--- config.mk ---
export PLATFORM = sky130hd
export DESIGN_NAME = mem_burst_ctrl
export DESIGN_NICKNAME = d
export VERILOG_FILES = /design/src/rtl/mem_burst_ctrl.sv
export SDC_FILE = /design/constraint.sdc
export NUM_CORES = 1
export LEC_CHECK = 0
export CELL_PAD_IN_SITES_DETAIL_PLACEMENT = 1
export CELL_PAD_IN_SITES_GLOBAL_PLACEMENT = 1
export CORE_MARGIN = 2
export CORE_UTILIZATION = 30
export CTS_BUF_LIST = sky130_fd_sc_hd__clkbuf_4 sky130_fd_sc_hd__clkbuf_8
export DETAILED_ROUTE_END_ITERATION = 10
export PLACE_DENSITY_LB_ADDON = 0.1
export REMOVE_ABC_BUFFERS = 1
export SETUP_SLACK_MARGIN = 0.4
export SYNTH_ARGS = -nofsm -noshare
export SYNTH_HDL_FRONTEND = slang
export SYNTH_SLANG_ARGS = --single-unit
--- constraint.sdc ---
create_clock -name clk -period 2.54 [get_ports clk]
set_clock_uncertainty 0.05 [all_clocks]
set_input_delay 0.635 -clock clk [delete_from_list [all_inputs] [get_ports clk]]
set_output_delay 0.635 -clock clk [all_outputs]
set_load 0.1 [all_outputs]
--- src/rtl/mem_burst_ctrl.sv ---
// mem_burst_ctrl: burst sequencer that owns a 1-cycle-latency synchronous memory port.
// Ports: cmd_* command handshake, wr_* write beat stream, rd_* read beat stream,
//   busy/cmd_err status, mem_* memory port.
// Optional MEM_BOUNDS_CHECK_EN: reject commands whose start address is >= DEPTH.
module mem_burst_ctrl #(
    parameter int DATA_W = 8,
    parameter int ADDR_W = 5,
    parameter int DEPTH  = 16
) (
    input  logic              clk,
    input  logic              reset,
    input  logic              cmd_valid,
    output logic              cmd_ready,
    input  logic              cmd_write,
    input  logic [ADDR_W-1:0] cmd_addr,
    input  logic [ADDR_W-1:0] cmd_len,
    input  logic              wr_valid,
    output logic              wr_ready,
    input  logic [DATA_W-1:0] wr_data,
    output logic              rd_valid,
    input  logic              rd_ready,
    output logic [DATA_W-1:0] rd_data,
    output logic              rd_last,
    output logic              busy,
    output logic              cmd_err,
    output logic [DATA_W-1:0] mem_wdata,
    output logic [ADDR_W-1:0] mem_addr,
    output logic              mem_rw,
    input  logic [DATA_W-1:0] mem_rdata
);

    typedef enum logic [1:0] {
        S_IDLE,
        S_WRITE,
        S_READ,
        S_DRAIN
    } state_t;

    localparam logic [ADDR_W-1:0] LAST_A = ADDR_W'(DEPTH - 1);

    state_t            r_state;
    state_t            w_next;
    logic [ADDR_W-1:0] r_cur;
    logic [ADDR_W-1:0] r_left;
    logic              r_infl;
    logic              r_infl_last;
    logic [DATA_W-1:0] r_buf_d [2];
    logic [1:0]        r_buf_l;
    logic              r_rp;
    logic              r_wp;
    logic [1:0]        r_cnt;

    logic              w_accept;
    logic              w_oob;
    logic              w_go;
    logic              w_wbeat;
    logic              w_pop;
    logic              w_issue;
    logic [2:0]        w_occ;
    logic [ADDR_W-1:0] w_start;
    logic [ADDR_W-1:0] w_cur_inc;

    assign w_start   = ADDR_W'(32'(cmd_addr) % DEPTH);
    assign w_cur_inc = (r_cur == LAST_A) ? '0 : r_cur + 1'b1;
    assign w_accept  = cmd_valid && (r_state == S_IDLE);
    assign w_go      = w_accept && !w_oob;
    assign w_wbeat   = (r_state == S_WRITE) && wr_valid;
    assign w_pop     = (r_cnt != 2'd0) && rd_ready;

    // A beat popped this cycle frees its slot in time for the
    // issue made now, which keeps reads at one beat per cycle.
    assign w_occ   = 3'(r_cnt) + 3'(r_infl) - 3'(w_pop);
    assign w_issue = (r_state == S_READ) && (w_occ < 3'd2);

`ifdef MEM_BOUNDS_CHECK_EN
    logic r_err;

    assign w_oob   = 32'(cmd_addr) >= 32'(DEPTH);
    assign cmd_err = r_err;

    always_ff @(posedge clk or posedge reset) begin
        if (reset) begin
            r_err <= 1'b0;
        end else begin
            r_err <= w_accept && w_oob;
        end
    end
`else
    assign w_oob   = 1'b0;
    assign cmd_err = 1'b0;
`endif

    always_comb begin
        w_next    = r_state;
        cmd_ready = 1'b0;
        wr_ready  = 1'b0;
        busy      = 1'b1;
        mem_rw    = w_wbeat;
        mem_wdata = w_wbeat ? wr_data : '0;
        mem_addr  = r_cur;
        rd_valid  = r_cnt != 2'd0;
        rd_data   = r_buf_d[r_rp];
        rd_last   = (r_cnt != 2'd0) && r_buf_l[r_rp];
        unique case (r_state)
            S_IDLE: begin
                cmd_ready = 1'b1;
                busy      = 1'b0;
                if (w_go)
                    w_next = cmd_write ? S_WRITE : S_READ;
            end
            S_WRITE: begin
                wr_ready = 1'b1;
                if (w_wbeat && r_left == '0)
                    w_next = S_IDLE;
            end
            S_READ: begin
                if (w_issue && r_left == '0)
                    w_next = S_DRAIN;
            end
            S_DRAIN: begin
                if (!r_infl && (r_cnt == 2'd0 ||
                    (r_cnt == 2'd1 && w_pop)))
                    w_next = S_IDLE;
            end
            default: w_next = S_IDLE;
        endcase
    end

    always_ff @(posedge clk or posedge reset) begin
        if (reset) begin
            r_state     <= S_IDLE;
            r_cur       <= '0;
            r_left      <= '0;
            r_infl      <= 1'b0;
            r_infl_last <= 1'b0;
            r_buf_d[0]  <= '0;
            r_buf_d[1]  <= '0;
            r_buf_l     <= '0;
            r_rp        <= 1'b0;
            r_wp        <= 1'b0;
            r_cnt       <= '0;
        end else begin
            r_state <= w_next;
            if (w_go) begin
                r_cur  <= w_start;
                r_left <= cmd_len;
            end else if (w_wbeat || w_issue) begin
                r_cur <= w_cur_inc;
                if (r_left != '0)
                    r_left <= r_left - 1'b1;
            end
            // Memory answers one cycle after the address.
            r_infl      <= w_issue;
            r_infl_last <= w_issue && (r_left == '0);
            if (r_infl) begin
                r_buf_d[r_wp] <= mem_rdata;
                r_buf_l[r_wp] <= r_infl_last;
                r_wp          <= ~r_wp;
            end
            if (w_pop)
                r_rp <= ~r_rp;
            r_cnt <= r_cnt + 2'(r_infl) - 2'(w_pop);
        end
    end

endmodule

## Word level (Yosys, flattened, before mapping)

Index checks and enable logic that the tools add are counted.

| cells by class | value |
|---|---|
| $lt $le $gt $ge | 7 |
| equal/unequal tests | 9 |
| reductions and logical operators | 23 |
| mux-type cells | 27 |
| $add $sub $neg | 6 |
| bitwise operators | 4 |

Operators by type and width:

| cell | number |
|---|---|
| $mux 8 | 5 |
| $mux 5 | 6 |
| $bwmux 16 | 1 |
| $logic_and 1x1->1 | 11 |
| $mux 2 | 5 |
| $demux 8 s1 | 1 |
| $pmux 2 s4 | 1 |
| $mux 1 | 6 |
| $reduce_bool 2->1 | 3 |
| $add 5x1->5 const B | 1 |
| $eq 5x4->1 const B | 1 |
| $logic_not 5->1 | 1 |
| $reduce_bool 5->1 | 1 |
| $sub 5x1->5 const B | 1 |
| $eq 2x1->1 const B | 2 |
| $eq 2x2->1 const B | 2 |
| $ge 2x2->1 const B | 2 |
| $logic_not 2->1 | 2 |
| $lt 1x2->1 const B | 2 |
| $ne 2x1->1 const B | 2 |
| $ne 2x2->1 const B | 2 |
| $not 1->2 | 2 |
| $reduce_and 4->1 | 1 |
| $add 2x1->3 | 1 |
| other kinds (12) | 14 |

| storage, ports and cells | value |
|---|---|
| logic and storage cells | 87 |
| input port bits | 32 |
| bits in registers | 36 |
| output and inout bits | 28 |

## Longest topological paths before layout

| logic depth | value |
|---|---|
| depth after elaboration | 8 |
| depth in mapped cells | 11 |
| gate-level depth less buffers | 10 |

## Least setup slack after synthesis

OpenSTA, ideal clock, no wires.

| path | value |
|---|---|
| path kind | reg-to-output |
| start point | reg r_state[0] |
| end point | out busy |
| setup slack | -0.932 ns |
| data arrival time | 2.787 ns |
| data required time | 1.855 ns |
| cell stages (with the launch flop) | 3 |
| path through | dfrtp_1 nor2_1 inv_1 |

| on the way | value |
|---|---|
| longest elaborated chain between the ends | 2 |

RTL lines:

| what | line | text |
|---|---|---|
| start, declared | 41 | `state_t r_state;` |
| start signal, assigned | 143 | `r_state <= w_next;` |
| $logic_not 2->1 | 104 | `unique case (r_state)` |
| $mux 1 | 104 |  |
| end, declared | 24 | `output logic busy,` |

Every way passes these cells.

## Worst setup path in the final report

| path | value |
|---|---|
| start point | in rd_ready |
| end point | reg r_left[4] |

| on the way | value |
|---|---|
| longest elaborated chain between the ends | 7 |

RTL lines:

| what | line | text |
|---|---|---|
| start, declared | 21 | `input logic rd_ready,` |
| $logic_and 1x1->1 | 68 | `assign w_pop = (r_cnt != 2'd0) && rd_ready;` |
| net w_pop | 57 | `logic w_pop;` |
| $sub 3x1->3 | 72 | `assign w_occ = 3'(r_cnt) + 3'(r_infl) - 3'(w_pop);` |
| net w_occ[1] | 59 | `logic [2:0] w_occ;` |
| $lt 3x2->1 | 73 | `assign w_issue = (r_state == S_READ) && (w_occ < 3'd2);` |
| $logic_and 1x1->1 | 73 |  |
| $logic_or 1x1->1 | 147 | `end else if (w_wbeat \|\| w_issue) begin` |
| $reduce_bool 2->1 (no line) | - |  |
| $reduce_and 2->1 (no line) | - |  |
| end signal, assigned | 146 | `r_left <= cmd_len;` |
| end signal, assigned | 150 | `r_left <= r_left - 1'b1;` |
| end, declared | 44 | `logic [ADDR_W-1:0] r_left;` |

The timed path passes the listed nets, and every way through them passes these cells.
A chain may end at the register's enable or synchronous reset.

==> flow_summary.yaml <==
worst_setup_path:
  worstReg2RegStart: "r_cnt[0]$_DFF_PP0_"
  reg2regPathDepth: 10
  path_cells: "buf_2 > inv_2 > a21oi_2 > ha_1 > inv_1 > ha_2 > fa_2 > nor3b_4 > a21oi_4 > or4_1 > a31oi_1"
  endpoint_kind: "flop"
  slowest_delay_ps: 490
  rr_endpoint: "r_left[4]$_DFFE_PP0P_"
  critPathLaunch: "rd_ready"
  cp_slowest_cell: "or4_1"
  worst-r2r-setup-slack_ps: -140
  arrival_ps: 2860
  critPathMaxFanout: 5
  worstSetupStartpointType: "primary input"
  critPathKind: "in -> reg"
  crit_required_ps: 2710
clock_network:
  cts.sink_count: 36
  h-tree-depth: 2
  cts_root_buf: "clkbuf_8"
  cts_tree: "yes"
  clkTransAtPathRegs_ps: 80
  clock_tree.buffer_depth: 2
  cts_buffers: 5
  clock_latency_ps: 290
  cts_hold_buf: 0
timing:
  worst_slack_ps: -153
  fin_crit_ps: 2690
  fin_crit_sh_pct: 106
  hold_viol: 0
  fmax_mhz: 371
  final-max-slew-violation-count: 0
  setup_viol: 10
  worstMarginPinSlew_ps: 569
  max_slew_margin_pct: 62.0
  rsz0062_at_grt: "yes"
  timing.hold.ws_ps: 452
route:
  ant_nets: 0
  drc: 0
  wl_mm: 5.18
  drt-vias-per-instance: 4.91
  drt-pass1-iter-count: 4
  route.vias.total: 1609
  drt_iter0_drc: 21
  routedWlPerCell_um: 15.8
logic_synthesis:
  syn_inst: 169
  syn_area_mm2: 0.00186
  synth.most_common_cell: "dfrtp_1"
  synthTopCellsByCount: "dfrtp_1, mux2_2, nor2_1, inv_1, nand2_1"
  netlist_top_cells_area: "dfrtp_1, mux2_2, ha_1"
  yosysUniqueCellTypes: 40
  synth.avg_cell_area_um2: 11.0
  yosysSeqAreaShare_pct: 48.4
  async_flop_share_pct: 100
  synth_top_area_cell: "dfrtp_1"
  ys_ff_latch: 36
  synth_flop_cell: "dfrtp_1"
  yosys.area.top_type_share_pct: 48.4
  synth_edf_count: 0
  ys_warn_count: 0
cells_and_area:
  final_net_count: 290
  fin_area_mm2: 0.00302
  area_growth_pct: 62.4
  drive_gt1_share_pct: 47.8
  n_antenna_cell: 0
min_path:
  hold_class: "reg -> reg"
  hold_depth: 1
  hold_start: "r_wp$_DFFE_PP0P_"
  hold_path_end: "r_wp$_DFFE_PP0P_"
place:
  dpl_cell_area_mm2: 0.00280
  port_buffers: 57
  routabilityCongestion: 0.850
  post-dp-hpwl_mm: 3.70
die:
  die_w_um: 82.8
  die-area_mm2: 0.00685
  pin_count: 60
  num_rows: 28
  die_h_um: 82.8
  start_util_pct: 31.3
  design.core.area_mm2: 0.00596
run_status:
  status: "finished with violations"
  failed_checks: "setup timing"
grt:
  track_usage_pct: 15.6
  grt_pass1_wl_mm: 7.93
  grt_antenna_before_repair: 0
  gr-total-overflow: 0
  grt_max_degree: 37
  grt_pass1_vias: 1675
run:
  drv_cap: 0
-- cell families after synthesis --
family	synth area share [%]
AOI/OAI and AO/OA	9.14
and+or+nand+nor	15.4
xor gates and xnor gates	1.81
DFF	48.4
other	0.201
adders and majority gates	4.44
muxes	16.3
buffers and inverters	4.37
-- area by class of cell --
type / instances / area (µm²)
fill: 655 / 2930
multi-input combinational: 117 / 985
timing repair buffer: 80 / 907
sequential: 36 / 905
tap: 75 / 93.8
clock buffer: 5 / 68.8
inverter: 12 / 45.0
clock inverter: 3 / 18.8
-- worst max path at each step --
stage,endpoint,slack (ps)
detailed placement,r_left[4]$_DFFE_PP0P_,-930
global placement,r_left[4]$_DFFE_PP0P_,-810
floorplan,busy,-930
CTS,r_left[2]$_DFFE_PP0P_,-180
global route,r_left[4]$_DFFE_PP0P_,-230
finish,r_left[4]$_DFFE_PP0P_,-150
-- sequential cells by signal, indices dropped and copies added (netlist names) --
signal / flops
r_buf_l: 2
r_infl_last: 1
r_state: 2
r_cnt: 2
mem_addr: 5
r_left: 5
r_buf_d: 16
r_wp: 1
r_rp: 1
r_infl: 1
-- repair_timing --
item | CTS | global route
buffers inserted | 2 | 3
setup endpoints to repair | 33 | 23
cloned | 1 | 1
pin swaps | 17 | 7
resized for setup | 27 | 15
-- stage by stage --
step	setup TNS [ps]	setup WS, ps	utilization [%]	instances
global placement	-8570	-811	46.9	313
detailed placement	-10040	-934	46.9	313
CTS	-1260	-178	49.8	324
global route	-1990	-232	50.8	328
finish	-964	-153	50.8	328
floorplan	-9720	-932	-	163
-- worst max-delay path, delay by kind of cell --
| family | cells | cell delay [ps] |
|---|---|---|
| and+or+nand+nor | 2 | 740 |
| buffers and inverters | 3 | 180 |
| AOI/OAI and AO/OA | 3 | 420 |
| adders and majority gates | 3 | 880 |
-- placed cells by master, fill, tap and decap left out, drive strengths merged, types with 3 or more instances in the layout --
cell type	n
clkinv	3
o21ai	6
and2	9
a31oi	8
nand3	3
mux2	26
inv	12
nand2	12
a21oi	6
nor2	14
or3	3
clkdlybuf4s50	28
dfrtp	36
clkbuf	6
buf	51
ha	5
xor2	3
-- layer usage --
metal,part of all wire (%),wire (µm),vias up,GRT usage [%]
met5,0,0,-,0
met4,1.2,61,0,5.08
met3,3.5,181,7,3.57
met2,54,2790,33,28.9
met1,41,2140,813,17.5
li1,-,-,756,-
Power is not shown: default switching activity piles up to over one toggle a cycle in this logic, so the estimate is an artifact.
